===== src/rtl/mul_div_pkg.sv =====
// Shared definitions for the multi-cycle multiply/divide engine.
// Op codes use the same 5-bit encoding as the ALU.
// Holds the engine's state enum and its default operand width.
package mul_div_pkg;

  localparam int WIDTH_DEF = 32;

  localparam logic [4:0] OP_MFLO = 5'd11;
  localparam logic [4:0] OP_MFHI = 5'd12;
  localparam logic [4:0] OP_DIV  = 5'd13;
  localparam logic [4:0] OP_MULT = 5'd14;

  typedef enum logic [1:0] {
    IDLE = 2'd0,
    MUL  = 2'd1,
    DIV  = 2'd2,
    FIN  = 2'd3
  } md_state_e;

endpackage


===== src/rtl/mul_div_unit_step.sv =====
// One iteration of the engine: shift-add (multiply) or trial-subtract (divide).
// Latency: purely combinational.
// Backpressure: none; the caller decides when to register the result.
module md_iter_step #(
  parameter int WIDTH = 32
) (
  input  logic               div_mode_i,
  input  logic [2*WIDTH-1:0] acc_i,   // mul: product accumulator; div: partial remainder in [WIDTH:0]
  input  logic [WIDTH-1:0]   opb_i,   // mul: multiplicand; div: divisor
  input  logic [WIDTH-1:0]   shf_i,   // mul: multiplier (LSB consumed); div: dividend in / quotient out
  output logic [2*WIDTH-1:0] acc_o,
  output logic [WIDTH-1:0]   shf_o
);

  logic [WIDTH:0] sum;
  logic [WIDTH:0] rem_sh;
  logic [WIDTH:0] rem_diff;
  logic           rem_ge;

  // Multiply: add multiplicand into the upper half when the current multiplier bit is set.
  assign sum = {1'b0, acc_i[2*WIDTH-1:WIDTH]} + {1'b0, (shf_i[0] ? opb_i : '0)};

  // Divide: bring the next dividend bit into the remainder and try to subtract the divisor.
  // The remainder is always below the divisor, so its top bit is never needed before the shift.
  assign rem_sh   = {acc_i[WIDTH-1:0], shf_i[WIDTH-1]};
  assign rem_ge   = (rem_sh >= {1'b0, opb_i});
  assign rem_diff = rem_sh - {1'b0, opb_i};

  // Select the step result for the active mode.
  always_comb begin
    acc_o = '0;
    shf_o = '0;
    if (div_mode_i) begin
      acc_o = {{(WIDTH-1){1'b0}}, (rem_ge ? rem_diff : rem_sh)};
      shf_o = {shf_i[WIDTH-2:0], rem_ge};
    end else begin
      acc_o = {sum, acc_i[WIDTH-1:1]};
      shf_o = {1'b0, shf_i[WIDTH-1:1]};
    end
  end

endmodule


===== src/rtl/mul_div_unit.sv =====
// Multi-cycle MULT/DIV engine owning HI/LO; optional signed mode under SIGNED_MD_EN.
// Latency: busy for WIDTH cycles after the start edge, done pulses the following cycle.
// Backpressure: start is ignored while busy (no queueing); accepted again in the done cycle.
module mul_div_unit
  import mul_div_pkg::*;
#(
  parameter int WIDTH = WIDTH_DEF,
  parameter int CNT_W = 6
) (
  input  logic             clk,
  input  logic             rst,
`ifdef SIGNED_MD_EN
  input  logic             sgn,
`endif
  input  logic             start,
  input  logic [4:0]       op,
  input  logic [WIDTH-1:0] a,
  input  logic [WIDTH-1:0] b,
  output logic             busy,
  output logic             done,
  output logic [WIDTH-1:0] hi,
  output logic [WIDTH-1:0] lo,
  output logic [WIDTH-1:0] rdata
);

  md_state_e          state_q, state_d;
  logic [CNT_W-1:0]   cnt_q, cnt_d;
  logic [2*WIDTH-1:0] acc_q, acc_d;
  logic [WIDTH-1:0]   opb_q, opb_d;
  logic [WIDTH-1:0]   shf_q, shf_d;
  logic               neg_res_q, neg_res_d;
  logic               neg_rem_q, neg_rem_d;
  logic [WIDTH-1:0]   hi_q, hi_d;
  logic [WIDTH-1:0]   lo_q, lo_d;

  logic               sgn_w;
  logic [WIDTH-1:0]   a_mag, b_mag;
  logic [2*WIDTH-1:0] step_acc;
  logic [WIDTH-1:0]   step_shf;
  logic [2*WIDTH-1:0] prod;
  logic [WIDTH-1:0]   quo, rem;
  logic               last_iter;

`ifdef SIGNED_MD_EN
  assign sgn_w = sgn;
`else
  assign sgn_w = 1'b0;
`endif

  // Iterate on magnitudes; signs are restored when the result is written.
  assign a_mag = (sgn_w && a[WIDTH-1]) ? -a : a;
  assign b_mag = (sgn_w && b[WIDTH-1]) ? -b : b;

  md_iter_step #(.WIDTH(WIDTH)) u_step (
    .div_mode_i (state_q == DIV),
    .acc_i      (acc_q),
    .opb_i      (opb_q),
    .shf_i      (shf_q),
    .acc_o      (step_acc),
    .shf_o      (step_shf)
  );

  assign last_iter = (cnt_q == CNT_W'(WIDTH - 1));
  assign prod      = neg_res_q ? -step_acc : step_acc;
  assign quo       = neg_res_q ? -step_shf : step_shf;
  assign rem       = neg_rem_q ? -step_acc[WIDTH-1:0] : step_acc[WIDTH-1:0];

  // Next-state logic: accept ops from IDLE/FIN, iterate, write HI/LO on the last step.
  always_comb begin
    state_d   = state_q;
    cnt_d     = cnt_q;
    acc_d     = acc_q;
    opb_d     = opb_q;
    shf_d     = shf_q;
    neg_res_d = neg_res_q;
    neg_rem_d = neg_rem_q;
    hi_d      = hi_q;
    lo_d      = lo_q;
    case (state_q)
      IDLE, FIN: begin
        state_d = IDLE;
        if (start && (op == OP_MULT || op == OP_DIV)) begin
          acc_d     = '0;
          cnt_d     = '0;
          neg_res_d = sgn_w & (a[WIDTH-1] ^ b[WIDTH-1]);
          neg_rem_d = sgn_w & a[WIDTH-1];
          if (op == OP_MULT) begin
            state_d = MUL;
            opb_d   = a_mag;
            shf_d   = b_mag;
          end else begin
            state_d = DIV;
            opb_d   = b_mag;
            shf_d   = a_mag;
          end
        end
      end
      MUL, DIV: begin
        acc_d = step_acc;
        shf_d = step_shf;
        cnt_d = cnt_q + CNT_W'(1);
        if (last_iter) begin
          state_d = FIN;
          cnt_d   = '0;
          if (state_q == MUL) begin
            hi_d = prod[2*WIDTH-1:WIDTH];
            lo_d = prod[WIDTH-1:0];
          end else begin
            hi_d = rem;
            lo_d = quo;
          end
        end
      end
      default: state_d = IDLE;
    endcase
  end

  // State and datapath registers; reset discards any in-flight operation.
  always_ff @(posedge clk or posedge rst) begin
    if (rst) begin
      state_q   <= IDLE;
      cnt_q     <= '0;
      acc_q     <= '0;
      opb_q     <= '0;
      shf_q     <= '0;
      neg_res_q <= 1'b0;
      neg_rem_q <= 1'b0;
      hi_q      <= '0;
      lo_q      <= '0;
    end else begin
      state_q   <= state_d;
      cnt_q     <= cnt_d;
      acc_q     <= acc_d;
      opb_q     <= opb_d;
      shf_q     <= shf_d;
      neg_res_q <= neg_res_d;
      neg_rem_q <= neg_rem_d;
      hi_q      <= hi_d;
      lo_q      <= lo_d;
    end
  end

  assign busy  = (state_q == MUL) || (state_q == DIV);
  assign done  = (state_q == FIN);
  assign hi    = hi_q;
  assign lo    = lo_q;
  assign rdata = (op == OP_MFLO) ? lo_q :
                 (op == OP_MFHI) ? hi_q : '0;

endmodule


===== config.mk =====
export PLATFORM = sky130hd
export DESIGN_NAME = mul_div_unit
export DESIGN_NICKNAME = d
export VERILOG_FILES = /design/src/rtl/mul_div_pkg.sv /design/src/rtl/mul_div_unit_step.sv /design/src/rtl/mul_div_unit.sv
export SDC_FILE = /design/constraint.sdc
export NUM_CORES = 1
export LEC_CHECK = 0
export CORE_ASPECT_RATIO = 1.2
export CORE_MARGIN = 5
export CORE_UTILIZATION = 44
export CTS_CLUSTER_DIAMETER = 150
export CTS_CLUSTER_SIZE = 16
export DETAILED_ROUTE_END_ITERATION = 6
export MAX_ROUTING_LAYER = met4
export PLACE_DENSITY_LB_ADDON = 0.05
export RECOVER_POWER = 25
export SLEW_MARGIN = 15
export SYNTH_ARGS = -nofsm -noshare
export SYNTH_HDL_FRONTEND = slang
export SYNTH_SLANG_ARGS = --single-unit

===== constraint.sdc =====
create_clock -name clk -period 9 [get_ports clk]
set_clock_uncertainty 0.1 [all_clocks]
set_input_delay 1.35 -clock clk [delete_from_list [all_inputs] [get_ports clk]]
set_output_delay 1.35 -clock clk [all_outputs]
set_load 0.02 [all_outputs]

==> results.cfg, run 1 <==
[outcome]
run_status = complete, but fails checks
failed_checks = max-capacitance violations, max-slew violations

[route]
drt_first_iter_violations = 1188
antenna_left = 0
dr_total_vias = 13660
wl_um = 54850
first_pass_iters = 5
detail_route.vias_per_cell = 6.232
route.detailed.drc = 0
routed.top_layer = met4
routed-wl-met3_um = 2637
met1Wirelength_um = 22580
met2WireLength_um = 27360
wire_per_inst_um = 25.03

[logic_synthesis]
synth_area_per_cell_um2 = 8.541
synth_seq_cells = 200
asyncSetResetFlopFracSynth_pct = 100.0
syn_nets = 1820
proportion_of_synthesized_chip_area_in_sequential_cells_pct = 34.92
yosys_most_used_dff = sky130_fd_sc_hd__dfrtp_1
mappedNetlistArea_um2 = 14330
synth.yosys.warnings = 0
synth-edff-count = 0
synth_cells = 1678
synth.distinct_cells = 76

[grt]
grt_overflow = 0
grt_util_all_layers_pct = 30.46
antenna_found_initial = 1
grt_first_pass_wirelength_um = 83220
vias_in_the_first_global_route = 13320
maximum_number_of_pins_on_one_net_before_global_route_repair = 75

[finish]
seq_area_um2 = 5005
postLayoutCellArea_um2 = 16880
finalCoreUtilization_pct = 52.34
post_route_cells_drive_above_1_share_pct = 5.609
finalNetCount = 1912
fillCellCount = 3085
multi_input_area_um2 = 8707
layout-area-overhead-vs-synth_pct = 17.79
post_layout_nonfiller_instances = 2191

[die]
design.die.area_um2 = 36300
io_pins = 170
die_width_um = 174.8
core_area_um2 = 32250
floorplan.initialDensity_pct = 44.44
chipHeight_um = 207.7
fp-row-count = 72

[worst_setup_path]
path_class = in2out
crit_path_start_kind = input pin
arr_time_crit_path_ns = 3.95
reg2reg_slack_ns = 4.34
reg2reg_end = lo[19]$_DFFE_PP0P_
critPathMaxFanout = 30
timing.critical_path.to_type = primary output
worst-endpoint-required_ns = 7.55
regToRegStartpoint = acc_q[20]$_DFFE_PP0P_
reg2reg_depth = 10

[worst_hold_path]
timing.hold.worst.class = reg2reg
hold_depth = 2
worst_hold_path.endpoint = acc_q[38]$_DFFE_PP0P_
min-delay-start = acc_q[38]$_DFFE_PP0P_

[power_and_ir_drop]
clock_power_share_pct = 17.2
internal-power_mw = 2.466
power_per_cell_area_nw_per_um2 = 273.4
switching_power_mw = 2.148
seq_power_share_pct = 29.6
ir_worst_vdd_v = 0.0001060
switching_share_pct = 46.55
power_mw = 4.615
leakagePower_nw = 7.527
comb_power_share_pct = 53.3

[clock_tree]
cts_root_buf = sky130_fd_sc_hd__clkbuf_16
clock_sinks = 200
post_cts.repair.setup_buffers = 0
cts_tree = built
number_of_buffers_inserted_during_clock_tree_synthesis = 17
htree_levels = 4
clk_path_buf_depth = 2
postCtsHoldBufs = 0
post_cts.resized_instances = 0
clk-insertion-delay-late_ns = 0.46
path_clk_slew_ns = 0.08

[timing]
whs_ns = 0.3947
hold_viol_final = 0
maxSlewHeadroom_pct = -136.6
min_period_over_period_pct = 59.95
setup_total_neg_slack_ns = 0
slew_viol_final = 75
setup-violations-final = 0
layout_setup_ws_ns = 3.604
max_slew.worst_pin.slew_ns = 3.529
maxClockFrequency_ghz = 0.1853
grt_setup_unrepaired = false
finalWorstPathRequiredPeriod_ns = 5.396

[placed_design]
dp_worst_setup_slack_ns = 3.587
dp_hpwl_um = 39650
buffer_ports.inserted = 169
detailed_place.area_um2 = 16320
place_inst = 2158
finalWeightedCongestion = 0.9634

[job]
max_cap_violations = 1
layout by cell type (no fill, tap or decap), types with 21 or more instances in the layout:
master and instances:
sky130_fd_sc_hd__nand2_1 229, sky130_fd_sc_hd__dfrtp_1 200, sky130_fd_sc_hd__clkdlybuf4s50_1 161, sky130_fd_sc_hd__o21ai_0 158
sky130_fd_sc_hd__mux2i_1 109, sky130_fd_sc_hd__a21oi_1 93, sky130_fd_sc_hd__nor2_1 77, sky130_fd_sc_hd__ha_1 66
sky130_fd_sc_hd__inv_1 63, sky130_fd_sc_hd__o211ai_1 45, sky130_fd_sc_hd__nor3_1 41, sky130_fd_sc_hd__a22o_1 40
sky130_fd_sc_hd__and2_1 35, sky130_fd_sc_hd__a21o_1 34, sky130_fd_sc_hd__xnor2_1 33, sky130_fd_sc_hd__o22ai_1 26
sky130_fd_sc_hd__nand3_1 22, sky130_fd_sc_hd__buf_4 21
routing by layer:
layer,global-route usage (%),vias up
met5,-,-
met4,11.41,0
met3,3.607,96
met2,51.83,474
met1,37.23,6711
li1,-,6374
registers in the layout, indices dropped and copies added (netlist names):
signal,count
opb_q,32
shf_q,32
lo,32
acc_q,64
hi,32
state_q,2
cnt_q,6
cells in the mapped netlist (18+ instances only):
cell,instances,area (um^2)
sky130_fd_sc_hd__a211oi_1,19,142.6
sky130_fd_sc_hd__a21o_1,34,255.2
sky130_fd_sc_hd__a21oi_1,94,470.5
sky130_fd_sc_hd__a22o_1,40,350.3
sky130_fd_sc_hd__and2_1,35,219.0
sky130_fd_sc_hd__clkbuf_1,106,397.9
sky130_fd_sc_hd__dfrtp_1,200,5005
sky130_fd_sc_hd__ha_1,68,850.8
sky130_fd_sc_hd__inv_1,64,240.2
sky130_fd_sc_hd__mux2i_1,109,1091
sky130_fd_sc_hd__nand2_1,232,870.8
sky130_fd_sc_hd__nand3_1,22,110.1
sky130_fd_sc_hd__nor2_1,80,300.3
sky130_fd_sc_hd__nor3_1,43,215.2
sky130_fd_sc_hd__o211ai_1,45,337.8
sky130_fd_sc_hd__o21ai_0,158,790.8
sky130_fd_sc_hd__o22ai_1,26,162.7
sky130_fd_sc_hd__xnor2_1,33,289.0
sky130_fd_sc_hd__xor2_1,18,157.7
worst max path at each step:
stage | start | end | slack (ns)
after floorplan | rst | acc_q[0]$_DFFE_PP0P_ | 2.10
after global placement | op[2] | rdata[6] | 3.63
after detailed placement | op[2] | rdata[6] | 3.59
after CTS | op[2] | rdata[6] | 3.58
after global routing | op[2] | rdata[11] | 3.50
final | op[2] | rdata[12] | 3.60
power by group through the flow:
| stage | combinational, mW | sequential, mW | clock, mW |
|---|---|---|---|
| global route | 2.70 | 1.39 | 0.830 |
| detailed placement | 2.42 | 1.37 | 0 |
| global placement | 2.40 | 1.37 | 0 |
| finish | 2.46 | 1.36 | 0.792 |
| floorplan | 1.79 | 1.29 | 0 |
| CTS | 2.43 | 1.36 | 0.800 |
area by class of cell:
| cell class | count | share of cell area (%) |
|---|---|---|
| clock inverters | 15 | 0.8153 |
| multi-input cells | 1296 | 51.58 |
| flip-flops and latches | 200 | 29.65 |
| repair buffers | 190 | 10.95 |
| diodes | 1 | 0.01482 |
| well taps | 407 | 3.017 |
| clock buffers | 17 | 2.520 |
| inverters | 65 | 1.453 |
logic make-up (layout without fill, tap and decap cells):
logic type / after synthesis / count (layout) / share of synthesized area, %
XOR/XNOR: 51 / 51 / 3.117
AO/OA/AOI/OAI: 580 / 580 / 27.61
adder cells (fa/ha/maj): 70 / 70 / 6.216
flip-flops: 200 / 200 / 34.92
other: 0 / 1 / 0
buffers and inverters: 182 / 287 / 4.854
AND/OR/NAND/NOR: 480 / 480 / 15.07
multiplexers: 115 / 115 / 8.215
critical path, stage by stage:
cell and delay, ns:
sky130_fd_sc_hd__clkdlybuf4s50_1 0.53, sky130_fd_sc_hd__nand3b_1 0.22, sky130_fd_sc_hd__nor3_2 0.54, sky130_fd_sc_hd__buf_4 0.48, sky130_fd_sc_hd__a22o_1 0.19, sky130_fd_sc_hd__clkdlybuf4s50_1 0.61
No activity file was read; power rests on OpenSTA's default activity.
==> inputs of run 2 (changes only) <==
==> constraint.sdc (replaced) <==
create_clock -name clk -period 5.55 [get_ports clk]
set_clock_uncertainty 0.1 [all_clocks]
set_input_delay 0.8325 -clock clk [delete_from_list [all_inputs] [get_ports clk]]
set_output_delay 0.8325 -clock clk [all_outputs]
set_load 0.02 [all_outputs]
==> results.cfg, run 2 (same netlist as run 1, synthesis figures left out) <==
[worst_setup_path]
critPathMaxFanout = 34
path_class = reg2reg
regToRegStartpoint = shf_q[0]$_DFFE_PP0P_
timing.critical_path.to_type = register
series_of_cell_instances_along_the_critical_path = and2_1, ha_1, inv_1, fa_1, nor2b_1, o31ai_1, a211o_1, a2111oi_2, o2111ai_1, a21boi_1, mux2i_1, o21ai_0, o211ai_1
crit_slowest_cell = sky130_fd_sc_hd__dfrtp_2
kind_of_cell_adding_the_most_delay_to_the_critical_path = compound AO/OA/AOI/OAI gates
crit_path_start_kind = register
reg2reg_end = hi[29]$_DFFE_PP0P_
arr_time_crit_path_ns = 4.47
crit_start = shf_q[0]$_DFFE_PP0P_
cp_slowest_stage_delay_ns = 0.82
worst-endpoint-required_ns = 5.77
reg2reg_depth = 13
cp_bufs_invs = 1
reg2reg_slack_ns = 1.30

[finish]
num_antenna_cells = 0
largest_reg_flops = 64
finalCoreUtilization_pct = 52.59
post_route_cells_drive_above_1_share_pct = 5.810
commonest_non_fill_non_tap_cells_in_the_layout = 229 x sky130_fd_sc_hd__nand2_1, 199 x sky130_fd_sc_hd__dfrtp_1, 168 x sky130_fd_sc_hd__clkdlybuf4s50_1
postLayoutCellArea_um2 = 16960
layout-area-overhead-vs-synth_pct = 18.34
finalNetCount = 1920
top_register = acc_q
most_common_library_cell_in_the_layout_ignoring_fill_and_taps = sky130_fd_sc_hd__nand2_1

[timing]
layout_setup_ws_ns = 1.301
finalWorstPathRequiredPeriod_ns = 4.249
hold_viol_final = 0
slew_viol_final = 50
max_slew.worst_pin.slew_ns = 2.938
maxSlewHeadroom_pct = -95.88
whs_ns = 0.3916
setup-violations-final = 0
maxClockFrequency_ghz = 0.2354
setup_total_neg_slack_ns = 0
grt_setup_unrepaired = false
min_period_over_period_pct = 76.55

[route]
first_pass_iters = 5
wl_um = 53570
dr_total_vias = 13490
route.detailed.drc = 0
drt_first_iter_violations = 1054
detail_route.vias_per_cell = 6.142
antenna_left = 0
wire_per_inst_um = 24.38

[clock_tree]
postCtsHoldBufs = 0
clk-insertion-delay-late_ns = 0.45
clock_sinks = 200
clk_path_buf_depth = 2
post_cts.resized_instances = 0
htree_levels = 4
cts_tree = built
cts_root_buf = sky130_fd_sc_hd__clkbuf_16
number_of_buffers_inserted_during_clock_tree_synthesis = 17
post_cts.repair.setup_buffers = 0
path_clk_slew_ns = 0.07

[die]
chipHeight_um = 207.7
core_area_um2 = 32250
floorplan.initialDensity_pct = 44.44
die_width_um = 174.8
io_pins = 170
design.die.area_um2 = 36300
fp-row-count = 72

[power_and_ir_drop]
switching_share_pct = 45.96
clock_power_share_pct = 16.9
comb_power_share_pct = 53.2
ir_worst_vdd_v = 0.0002596
switching_power_mw = 3.452
leakagePower_nw = 7.527
internal-power_mw = 4.059
seq_power_share_pct = 29.9
power_per_cell_area_nw_per_um2 = 442.9

[placed_design]
buffer_ports.inserted = 169
dp_hpwl_um = 39350
finalWeightedCongestion = 0.9577
dp_worst_setup_slack_ns = 0.9839
detailed_place.area_um2 = 16400

[grt]
grt_util_all_layers_pct = 29.82
vias_in_the_first_global_route = 13240
maximum_number_of_pins_on_one_net_before_global_route_repair = 139
antenna_found_initial = 0
grt_overflow = 0
grt_first_pass_wirelength_um = 81830

[worst_hold_path]
min-delay-start = acc_q[38]$_DFFE_PP0P_
hold_depth = 2
worst_hold_path.endpoint = acc_q[38]$_DFFE_PP0P_
timing.hold.worst.class = reg2reg

[outcome]
run_status = complete, but fails checks
failed_checks = max-capacitance violations, max-slew violations

[job]
max_cap_violations = 1
[run 2: how the worst max path moves through the flow]
stage	cells after the start	endpoint
detailed placement	13	hi[29]$_DFFE_PP0P_
CTS	13	hi[29]$_DFFE_PP0P_
floorplan	1	acc_q[0]$_DFFE_PP0P_
finish	13	hi[29]$_DFFE_PP0P_
global placement	11	hi[31]$_DFFE_PP0P_
global route	3	acc_q[45]$_DFFE_PP0P_
[run 2: power by group through the flow]
stage               clock network [mW]  registers, mW  logic (mW)
global route                      1.33           2.29        4.38
global placement                     0           2.25        3.93
finish                            1.27           2.25        3.99
floorplan                            0           2.09        2.91
detailed placement                   0           2.26        3.93
CTS                               1.28           2.24        3.96
[run 2: per-stage QoR]
step           std cells  total power [mW]
2_1_floorplan       1678             5.000
3_3_place_gp        2166             6.185
3_5_place_dp        2166             6.194
4_1_cts             2197             7.477
5_1_grt             2197             7.998
6_report            2197             7.511
[run 2: final cells by class]
cell class | instances | area, um^2
timing repair buffer | 198 | 1943
fill | 3153 | 15290
multi-input combinational | 1296 | 8695
tap | 407 | 509.2
inverter | 65 | 245.2
clock inverter | 10 | 121.4
sequential | 200 | 5006
clock buffer | 21 | 440.4
[run 2: worst register-to-register path, delay by kind of cell, from the launching register on]
family	cells	cell delay, ns
AND/OR/NAND/NOR	2	0.42
multiplexers	1	0.14
adder cells (fa/ha/maj)	2	0.61
AO/OA/AOI/OAI	7	1.97
buffers and inverters	1	0.07
flip-flops	1	0.82
[run 2: metal layers]
layer | GRT usage [%] | vias up | routed length [um]
met4 | 10.87 | 0 | 2117
met2 | 51.07 | 483 | 26530
li1 | - | 6378 | -
met5 | - | - | 0
met1 | 36.56 | 6550 | 22630
met3 | 3.078 | 82 | 2282
==> inputs of run 3 (changes only) <==
==> constraint.sdc (replaced) <==
create_clock -name clk -period 4.4 [get_ports clk]
set_clock_uncertainty 0.1 [all_clocks]
set_input_delay 0.66 -clock clk [delete_from_list [all_inputs] [get_ports clk]]
set_output_delay 0.66 -clock clk [all_outputs]
set_load 0.02 [all_outputs]
==> results.cfg, run 3 (same netlist as run 1, synthesis figures left out) <==
[worst_setup_path]
path_class = reg2reg
arr_time_crit_path_ns = 4.30
critPathMaxFanout = 18
timing.critical_path.to_type = register
crit_path_start_kind = register
worst-endpoint-required_ns = 4.64

[route]
route.detailed.drc = 0
dr_total_vias = 13610
drt_first_iter_violations = 1026
wire_per_inst_um = 24.06
wl_um = 53230
detail_route.vias_per_cell = 6.151
first_pass_iters = 5
antenna_left = 0

[grt]
grt_util_all_layers_pct = 29.56
vias_in_the_first_global_route = 13300
maximum_number_of_pins_on_one_net_before_global_route_repair = 114
grt_overflow = 0
antenna_found_initial = 0
grt_first_pass_wirelength_um = 81450

[clock_tree]
clk_path_buf_depth = 2
post_cts.resized_instances = 0
htree_levels = 4
clk-insertion-delay-late_ns = 0.47
cts_root_buf = sky130_fd_sc_hd__clkbuf_16
cts_tree = built
number_of_buffers_inserted_during_clock_tree_synthesis = 17
post_cts.repair.setup_buffers = 0
postCtsHoldBufs = 0
path_clk_slew_ns = 0.07
clock_sinks = 200

[finish]
layout-area-overhead-vs-synth_pct = 19.29
commonest_non_fill_non_tap_cells_in_the_layout = 229 x sky130_fd_sc_hd__nand2_1, 200 x sky130_fd_sc_hd__dfrtp_1, 168 x sky130_fd_sc_hd__clkdlybuf4s50_1
finalNetCount = 1935
post_layout_nonfiller_instances = 2212
num_antenna_cells = 0
postLayoutCellArea_um2 = 17100
post_route_cells_drive_above_1_share_pct = 6.704
most_common_library_cell_in_the_layout_ignoring_fill_and_taps = sky130_fd_sc_hd__nand2_1
largest_reg_flops = 64
top_register = acc_q

[die]
core_area_um2 = 32250
floorplan.initialDensity_pct = 44.44
design.die.area_um2 = 36300
chipHeight_um = 207.7
io_pins = 170
die_width_um = 174.8
fp-row-count = 72

[placed_design]
finalWeightedCongestion = 0.9762
buffer_ports.inserted = 169
dp_worst_setup_slack_ns = 0.4086
place_inst = 2181
dp_hpwl_um = 39910
detailed_place.area_um2 = 16550

[outcome]
run_status = complete, but fails checks
failed_checks = max-capacitance violations, max-slew violations

[timing]
slew_viol_final = 186
min_period_over_period_pct = 92.28
grt_setup_unrepaired = false
setup-violations-final = 0
finalWorstPathRequiredPeriod_ns = 4.060
hold_viol_final = 0
layout_setup_ws_ns = 0.3395
maxClockFrequency_ghz = 0.2463
maxSlewHeadroom_pct = -66.90
setup_total_neg_slack_ns = 0
max_slew.worst_pin.slew_ns = 2.504

[job]
max_cap_violations = 3

[power_and_ir_drop]
seq_power_share_pct = 30.1
switching_share_pct = 45.49
clock_power_share_pct = 17.3
power_per_cell_area_nw_per_um2 = 554.7
ir_worst_vdd_v = 0.0003347
comb_power_share_pct = 52.6
switching_power_mw = 4.313
leakagePower_nw = 7.632
internal-power_mw = 5.169

[worst_hold_path]
timing.hold.worst.class = reg2reg
[run 3: cell types whose count changed in the layout (fill, tap and decap cells not counted), moves of 2 or more]
cell                         delta
sky130_fd_sc_hd__clkinvlp_4     -2
sky130_fd_sc_hd__clkbuf_2       +2
sky130_fd_sc_hd__clkbuf_8       +3
sky130_fd_sc_hd__clkbuf_1       -3
sky130_fd_sc_hd__buf_4         +13
sky130_fd_sc_hd__clkinv_4       +2
[run 3: routing by layer]
layer	routed length, um	GRT usage [%]
met1	22260	36.03
met2	25900	48.85
met3	2180	3.242
met4	2896	14.58
met5	0	-
[run 3: cell type report]
class / count / area (um^2)
clock buffers: 21 / 470.5
fillers: 3134 / 15160
well taps: 407 / 509.2
inverters: 65 / 245.2
flip-flops and latches: 200 / 5005
clock inverters: 10 / 120.1
repair buffers: 213 / 2051
multi-input cells: 1296 / 8695
[run 3: worst max-delay path, stage by stage (launching register included)]
cell	delay, ns
sky130_fd_sc_hd__dfrtp_1	0.65
sky130_fd_sc_hd__buf_4	0.28
sky130_fd_sc_hd__and2_1	0.14
sky130_fd_sc_hd__ha_1	0.29
sky130_fd_sc_hd__a2111oi_0	0.42
sky130_fd_sc_hd__o21ai_0	0.17
sky130_fd_sc_hd__a41o_1	0.28
sky130_fd_sc_hd__or3_1	0.34
sky130_fd_sc_hd__o2111ai_1	0.28
sky130_fd_sc_hd__a21boi_1	0.18
sky130_fd_sc_hd__or4_1	0.52
sky130_fd_sc_hd__a32oi_1	0.21
sky130_fd_sc_hd__o21ai_1	0.09
[run 3: per-stage QoR]
stage          hold WS [ns]  utilization [%]  power [mW]
2_1_floorplan        0.3498                -       6.307
3_3_place_gp         0.3691            51.33       7.751
3_5_place_dp         0.3825            51.33       7.789
4_1_cts              0.3994            53.16       9.459
5_1_grt              0.4175            53.01       10.13
6_report             0.3950            53.01       9.482
[run 3: path summary, 6_finish.rpt]
path                                  startpoint               endpoint  slack (ns)  depth (start not counted)
hold / removal             acc_q[43]$_DFFE_PP0P_  acc_q[43]$_DFFE_PP0P_        0.40                          2
hold reg to reg            acc_q[43]$_DFFE_PP0P_  acc_q[43]$_DFFE_PP0P_        0.40                          2
min in group asynchronous                    rst   cnt_q[3]$_DFFE_PP0P_        0.68                          2
setup reg to reg            shf_q[0]$_DFFE_PP0P_     hi[31]$_DFFE_PP0P_        0.34                         12
max in group asynchronous                    rst  acc_q[35]$_DFFE_PP0P_        0.73                          3
setup / recovery            shf_q[0]$_DFFE_PP0P_     hi[31]$_DFFE_PP0P_        0.34                         12
[run 3: power groups by stage]
stage | clock network [mW] | registers [mW] | logic (mW)
after floorplan | 0 | 2.64 | 3.67
after global placement | 0 | 2.87 | 4.89
after detailed placement | 0 | 2.86 | 4.92
after CTS | 1.66 | 2.84 | 4.96
after global routing | 1.73 | 2.90 | 5.50
final | 1.64 | 2.85 | 4.99
==> RTL change 1, RTL diff (config.mk and constraints of run 2) <==
One comparison of `cnt_q` changes from == to >=.
--- a/src/rtl/mul_div_unit.sv
+++ b/src/rtl/mul_div_unit.sv
@@ -60,7 +60,7 @@
     .shf_o      (step_shf)
   );
 
-  assign last_iter = (cnt_q == CNT_W'(WIDTH - 1));
+  assign last_iter = (cnt_q >= CNT_W'(WIDTH - 1));
   assign prod      = neg_res_q ? -step_acc : step_acc;
   assign quo       = neg_res_q ? -step_shf : step_shf;
   assign rem       = neg_rem_q ? -step_acc[WIDTH-1:0] : step_acc[WIDTH-1:0];
Behaviour: same outputs for any inputs over 4 cycles, from zero or initial values and one cycle with rst high; that may be too few to reach the edited logic, so the function may still have changed.
==> RTL change 1 against run 2 <==
  * The flow still finishes with violations (capacitance limit, slew limit)
  * Sequential share of layout area shrank 0.17 points
  * Largest cell class unchanged
  * Critical path depth rose by 1
  * Clock power up 9%
  * Non-clock buffer count shrank 3
  * Critical endpoint unchanged
  * Worst setup slack got worse by 0.29 ns
  * Combinational power decreased by 4%
  * Global-route usage hardly changed
  * Total power is 0.41% higher
  * Area after synthesis up 0.93%
  * Routed wire length hardly changed
  * Sequential cell count did not move
  * Final area up 0.55%
  * Highest routed layer unchanged
==> RTL change 1: results (changes against run 2) <==
| Metric | Value |
|---|---|
| Status | finished, violations left |
| Failing checks | capacitance limit, slew limit |
| Max cap viols | 1 (unchanged) |
| Pin count of the biggest net entering global routing | 85 (-39%) |
| Mapped Nets | 1821 (+0.055%) |
| Fin nets | 1914 (-0.31%) |
| Critical-path top delay cell | dfrtp_1 |
| Vias per cell | 6.17 (+0.43%) |
| DP Cell Count | 2160 (-0.28%) |
| RePlAce Congestion | 0.974 (+1.6%) |
| GR Util All Layers | 0.298 (about the same) |
| Slew Viols, Final | 65 (+30%) |
| Peak VDD IR | 301 uV (+16%) |
| Max_slew headroom | -0.163 (+0.796) |
| Setup CP Type | register to register |
| Clk Latency, worst-skew pair | 0.47 ns (+0.02 ns) |
| Pre-CTS setup slack | 1.11 ns (+0.126 ns) |
| Antenna Nets Post-Route | 0 (unchanged) |
| Placed cell areas | 16400 um^2 (about the same) |
| Most common library cells after synthesis | dfrtp_1, nand2_1, a21oi_1, o21ai_0, mux2i_1 |
| Total setup buffers inserted after CTS | 0 (unchanged) |
| Max frequency | 0.220 GHz (-6.4%) |
| Reg-to-Reg Start | shf_q[0] |
| Fillers | 3086 (-2.1%) |
| Layout cells sized above 1 | 0.0661 (+0.00801) |
| Vias in the first global route | 13300 (+0.45%) |
| Reg-to-reg setup timing slack | 1.01 ns (-0.29 ns) |
| Post-Synthesis Cells | 1679 (+0.060%) |
| Critical Path Fanout Max | 23 (-32%) |
| Initial DRC Count | 1136 (+7.8%) |
| Via count | 13500 (+0.20%) |
| Post-DR wirelength/cell | 24.4 um (+0.24%) |
| Largest Register | acc_q |
| P_leak | 7.50 nW (-0.30%) |
| First-pass GRT wire length | 82.0 mm (+0.20%) |
| FF-to-FF path depth | 14 (+1) |
| Largest cells by area after synthesis | dfrtp_1, mux2i_1, ha_1 |
| Sequential area share after synthesis | 0.346 (-0.00323) |
| CP max stage delay | 0.67 ns (-0.15 ns) |
| Detailed placer's ending HPWL | 40.5 mm (+2.9%) |
| Data arrival time of the critical path | 4.78 ns (+0.31 ns) |
## RTL change 1: kinds of logic (layout without fill, tap and decap cells)
family,after synthesis,in the layout,synth area share
AOI/OAI and AO/OA,550,550,0.249
and+or+nand+nor,481,481,0.151
DFF,200,200,0.346
buffers and inverters,179,285,0.0485
muxes,145,145,0.111
adders and majority gates,70,70,0.0616
xor gates and xnor gates,54,54,0.0327
## RTL change 1: through the flow
stage	power [W]	hold slack [ns]
floorplan	0.00489	0.355
global placement	0.00610	0.378
detailed placement	0.00609	0.382
global route	0.00802	0.414
finish	0.00754	0.396
CTS	0.00750	0.399
## RTL change 1: area by class of cell
type                       instances  area (um^2)  share of cell area
multi-input combinational       1300         8800               0.516
sequential                       200         5000               0.293
timing repair buffer             195         1880               0.110
tap                              407          509              0.0299
clock buffer                      22          474              0.0278
inverter                          58          219              0.0128
clock inverter                    10          165             0.00969
## RTL change 1: worst min-delay path by stage
stage	to	slack, ns	startpoint
6_report	acc_q[32]	0.40	acc_q[32]
3_5_place_dp	acc_q[32]	0.38	acc_q[32]
3_3_place_gp	acc_q[32]	0.38	acc_q[32]
5_1_grt	acc_q[43]	0.41	acc_q[43]
4_1_cts	acc_q[32]	0.40	acc_q[32]
2_1_floorplan	acc_q[49]	0.36	acc_q[49]
## RTL change 1: report_power, final
group | total, W | internal (W) | switching [W]
registers | 0.00232 | 0.00180 | 0.000521
logic | 0.00383 | 0.00152 | 0.00231
clock network | 0.00139 | 0.000793 | 0.000600
total | 0.00754 | 0.00411 | 0.00343
## RTL change 1: metal layers
layer	up-vias	global-route usage	share of wire
li1	6324	-	-
met1	6657	0.401	0.45
met2	463	0.469	0.47
met3	76	0.0459	0.058
met4	0	0.0906	0.029
met5	-	-	0
## RTL change 1: critical path: cells and delay by family (launching register included)
| kind | cells | cell delay, ns |
|---|---|---|
| compound gates | 6 | 2.30 |
| xor+xnor | 1 | 0.10 |
| fa+ha+maj | 2 | 0.44 |
| buf+inv | 1 | 0.09 |
| flops | 1 | 0.67 |
| simple gates | 4 | 0.70 |
==> RTL change 2, RTL diff (flow settings as in run 2) <==
Made on the original files. Set the parameter `CNT_W` to 12 (it was 6).
--- a/src/rtl/mul_div_unit.sv
+++ b/src/rtl/mul_div_unit.sv
@@ -5,7 +5,7 @@
   import mul_div_pkg::*;
 #(
   parameter int WIDTH = WIDTH_DEF,
-  parameter int CNT_W = 6
+  parameter int CNT_W = 12
 ) (
   input  logic             clk,
   input  logic             rst,
Function: no difference found for any inputs over 4 cycles, from zero or initial values and one cycle with rst high; that may be too few to reach the edited logic, so the function may still have changed.
==> RTL change 2 against run 2 <==
  * The run still ends with capacitance limit, slew limit left
  * Die area up 4.6%
  * Area after synthesis increased by 4.9%
  * Routed wire length is 1.7% lower
  * Worst setup slack worse by 0.11 ns
  * Via count increased by 3.2%
  * Core utilization decreased by 0.91 points
  * Final area is 3.3% higher
  * Sequential cell count increased by 6
  * Sequential power is 11% higher
  * Total power increased by 24%
  * Critical path type unchanged
  * Largest cell class unchanged
  * Largest power group unchanged
==> RTL change 2: results (changes against run 2) <==
| Metric | Value |
|---|---|
| Status | finished, violations left |
| Failing checks | capacitance limit, slew limit |
| Synth unique cells | 72 (-5.3%) |
| Vias in the first global route | 13100 (-1.1%) |
| Critical-path top delay cell | a221oi_1 |
| Layout cells sized above 1 | 0.0505 (-0.00758) |
| Fin nets | 1983 (+3.3%) |
| Slew Viols, Final | 38 (-24%) |
| GR Util All Layers | 0.281 (-0.0175) |
| Most common library cells after synthesis | dfrtp_1, o21ai_0, nand2_1 |
| Yosys warnings | 0 (unchanged) |
| Detailed placer's ending HPWL | 38.5 mm (-2.1%) |
| Post-DR wirelength/cell | 22.9 um (-6.0%) |
| Pre-Repair DR Iteration Count | 5 (unchanged) |
| Placed cell areas | 17100 um^2 (+4.1%) |
| Post-synth ARST share | 1.00 (unchanged) |
| CTS Buffer Depth | 3 (+1) |
| Number of diodes | 0 (unchanged) |
| Post-CTS Resized | 0 (unchanged) |
| RePlAce Congestion | 0.937 (-2.1%) |
| Inserted Clock Buffers | 16 (-1) |
| Mapped Nets | 1892 (+4.0%) |
| Max_slew headroom | -0.147 (+0.811) |
| Sequential area share after synthesis | 0.343 (-0.00620) |
| Vias per cell | 6.06 (-1.3%) |
| Xor/xnor share of the synthesized area | 0.0321 (+0.000886) |
| PortBufs | 169 (unchanged) |
| P_leak | 7.77 nW (+3.3%) |
| CP max stage delay | 0.57 ns (-0.25 ns) |
| Pin count of the biggest net entering global routing | 115 (-17%) |
| Critical Path Fanout Max | 7 (-79%) |
| Post-synthesis compound-gate area fraction | 0.264 (-0.0121) |
| Initial DRC Count | 1290 (+22%) |
| First-pass GRT wire length | 80.2 mm (-1.9%) |
| Largest Register | acc_q |
| Pre-CTS setup slack | 1.23 ns (+0.243 ns) |
| Fillers | 3262 (+3.5%) |
| Clk Latency, worst-skew pair | 0.52 ns (+0.07 ns) |
| Data arrival time of the critical path | 4.66 ns (+0.19 ns) |
| Total setup buffers inserted after CTS | 0 (unchanged) |
| Multiplexer share of the synthesized area | 0.109 (+0.0272) |
| Max reg flops | 64 (unchanged) |
| # H-tree levels | 1 (-3) |
| Sw Pwr | 0.00479 W (+39%) |
| Clk slew on worst S/H paths | 0.09 ns (+0.02 ns) |
| Max cap viols | 1 (unchanged) |
| Initial antenna violation count | 0 (unchanged) |
| CTS Root Cell | clkbuf_16 |
| Hold Path Class | register to register |
| Peak VDD IR | 309 uV (+19%) |
| Synth Area in Adders | 0.0593 (-0.00288) |
| Largest cells by area after synthesis | dfrtp_1, mux2i_1, ha_1 |
[RTL change 2: cell types whose count changed after synthesis, moves of 12 or more]
cell,run 2,this run
mux2i_1,109,139
nand2_1,232,167
nand3_1,22,37
o22ai_1,26,3
nor3_1,43,31
nor2_1,80,132
a31oi_1,9,24
a21oi_1,94,127
a211oi_1,19,34
a21o_1,34,22
[RTL change 2: worst paths after layout]
check,slack [ns],end,from,cells after the start
worst max-delay path,1.19,hi[0],shf_q[31],14
worst min-delay path,0.40,acc_q[42],acc_q[42],2
worst max register to register,1.19,hi[0],shf_q[31],14
worst min register to register,0.40,acc_q[42],acc_q[42],2
max in group asynchronous,2.82,cnt_q[3],rst,3
min in group asynchronous,1.09,lo[5],rst,2
[RTL change 2: routing by layer]
metal	track usage	wire, um
met5	-	0
met4	0.0540	964
met2	0.402	22200
met3	0.0381	4160
met1	0.427	25300
[RTL change 2: stage by stage]
| step | utilization | instances | hold WS [ns] |
|---|---|---|---|
| CTS | 0.517 | 2297 | 0.403 |
| global route | 0.517 | 2297 | 0.420 |
| global placement | 0.504 | 2279 | 0.372 |
| floorplan | - | 1750 | 0.347 |
| finish | 0.517 | 2297 | 0.398 |
| detailed placement | 0.504 | 2279 | 0.384 |
[RTL change 2: cells by family after synthesis]
group	after synthesis
fa+ha+maj	70
buf+inv	182
xor+xnor	55
simple gates	477
compound gates	605
mux	155
flops	206
[RTL change 2: final cells by class]
type | count | area, um^2 | area share
tap | 456 | 571 | 0.0326
inverter | 64 | 241 | 0.0138
timing repair buffer | 191 | 1880 | 0.107
multi-input combinational | 1362 | 9230 | 0.527
clock buffer | 18 | 439 | 0.0251
sequential | 206 | 5150 | 0.294
[RTL change 2: power by group through the flow]
stage	Sequential, W	Combinational [W]	Clock (W)
floorplan	0.00221	0.00410	0
global placement	0.00250	0.00559	0
detailed placement	0.00251	0.00558	0
CTS	0.00248	0.00561	0.00116
global route	0.00255	0.00621	0.00120
finish	0.00250	0.00571	0.00114
[RTL change 2: critical path: cells and delay by family (launching register included)]
| kind | cells | cell delay [ns] |
|---|---|---|
| AO/OA/AOI/OAI | 6 | 2.02 |
| multiplexers | 2 | 0.73 |
| adder cells (fa/ha/maj) | 2 | 0.60 |
| flip-flops | 1 | 0.33 |
| AND/OR/NAND/NOR | 2 | 0.25 |
| buffers and inverters | 2 | 0.23 |
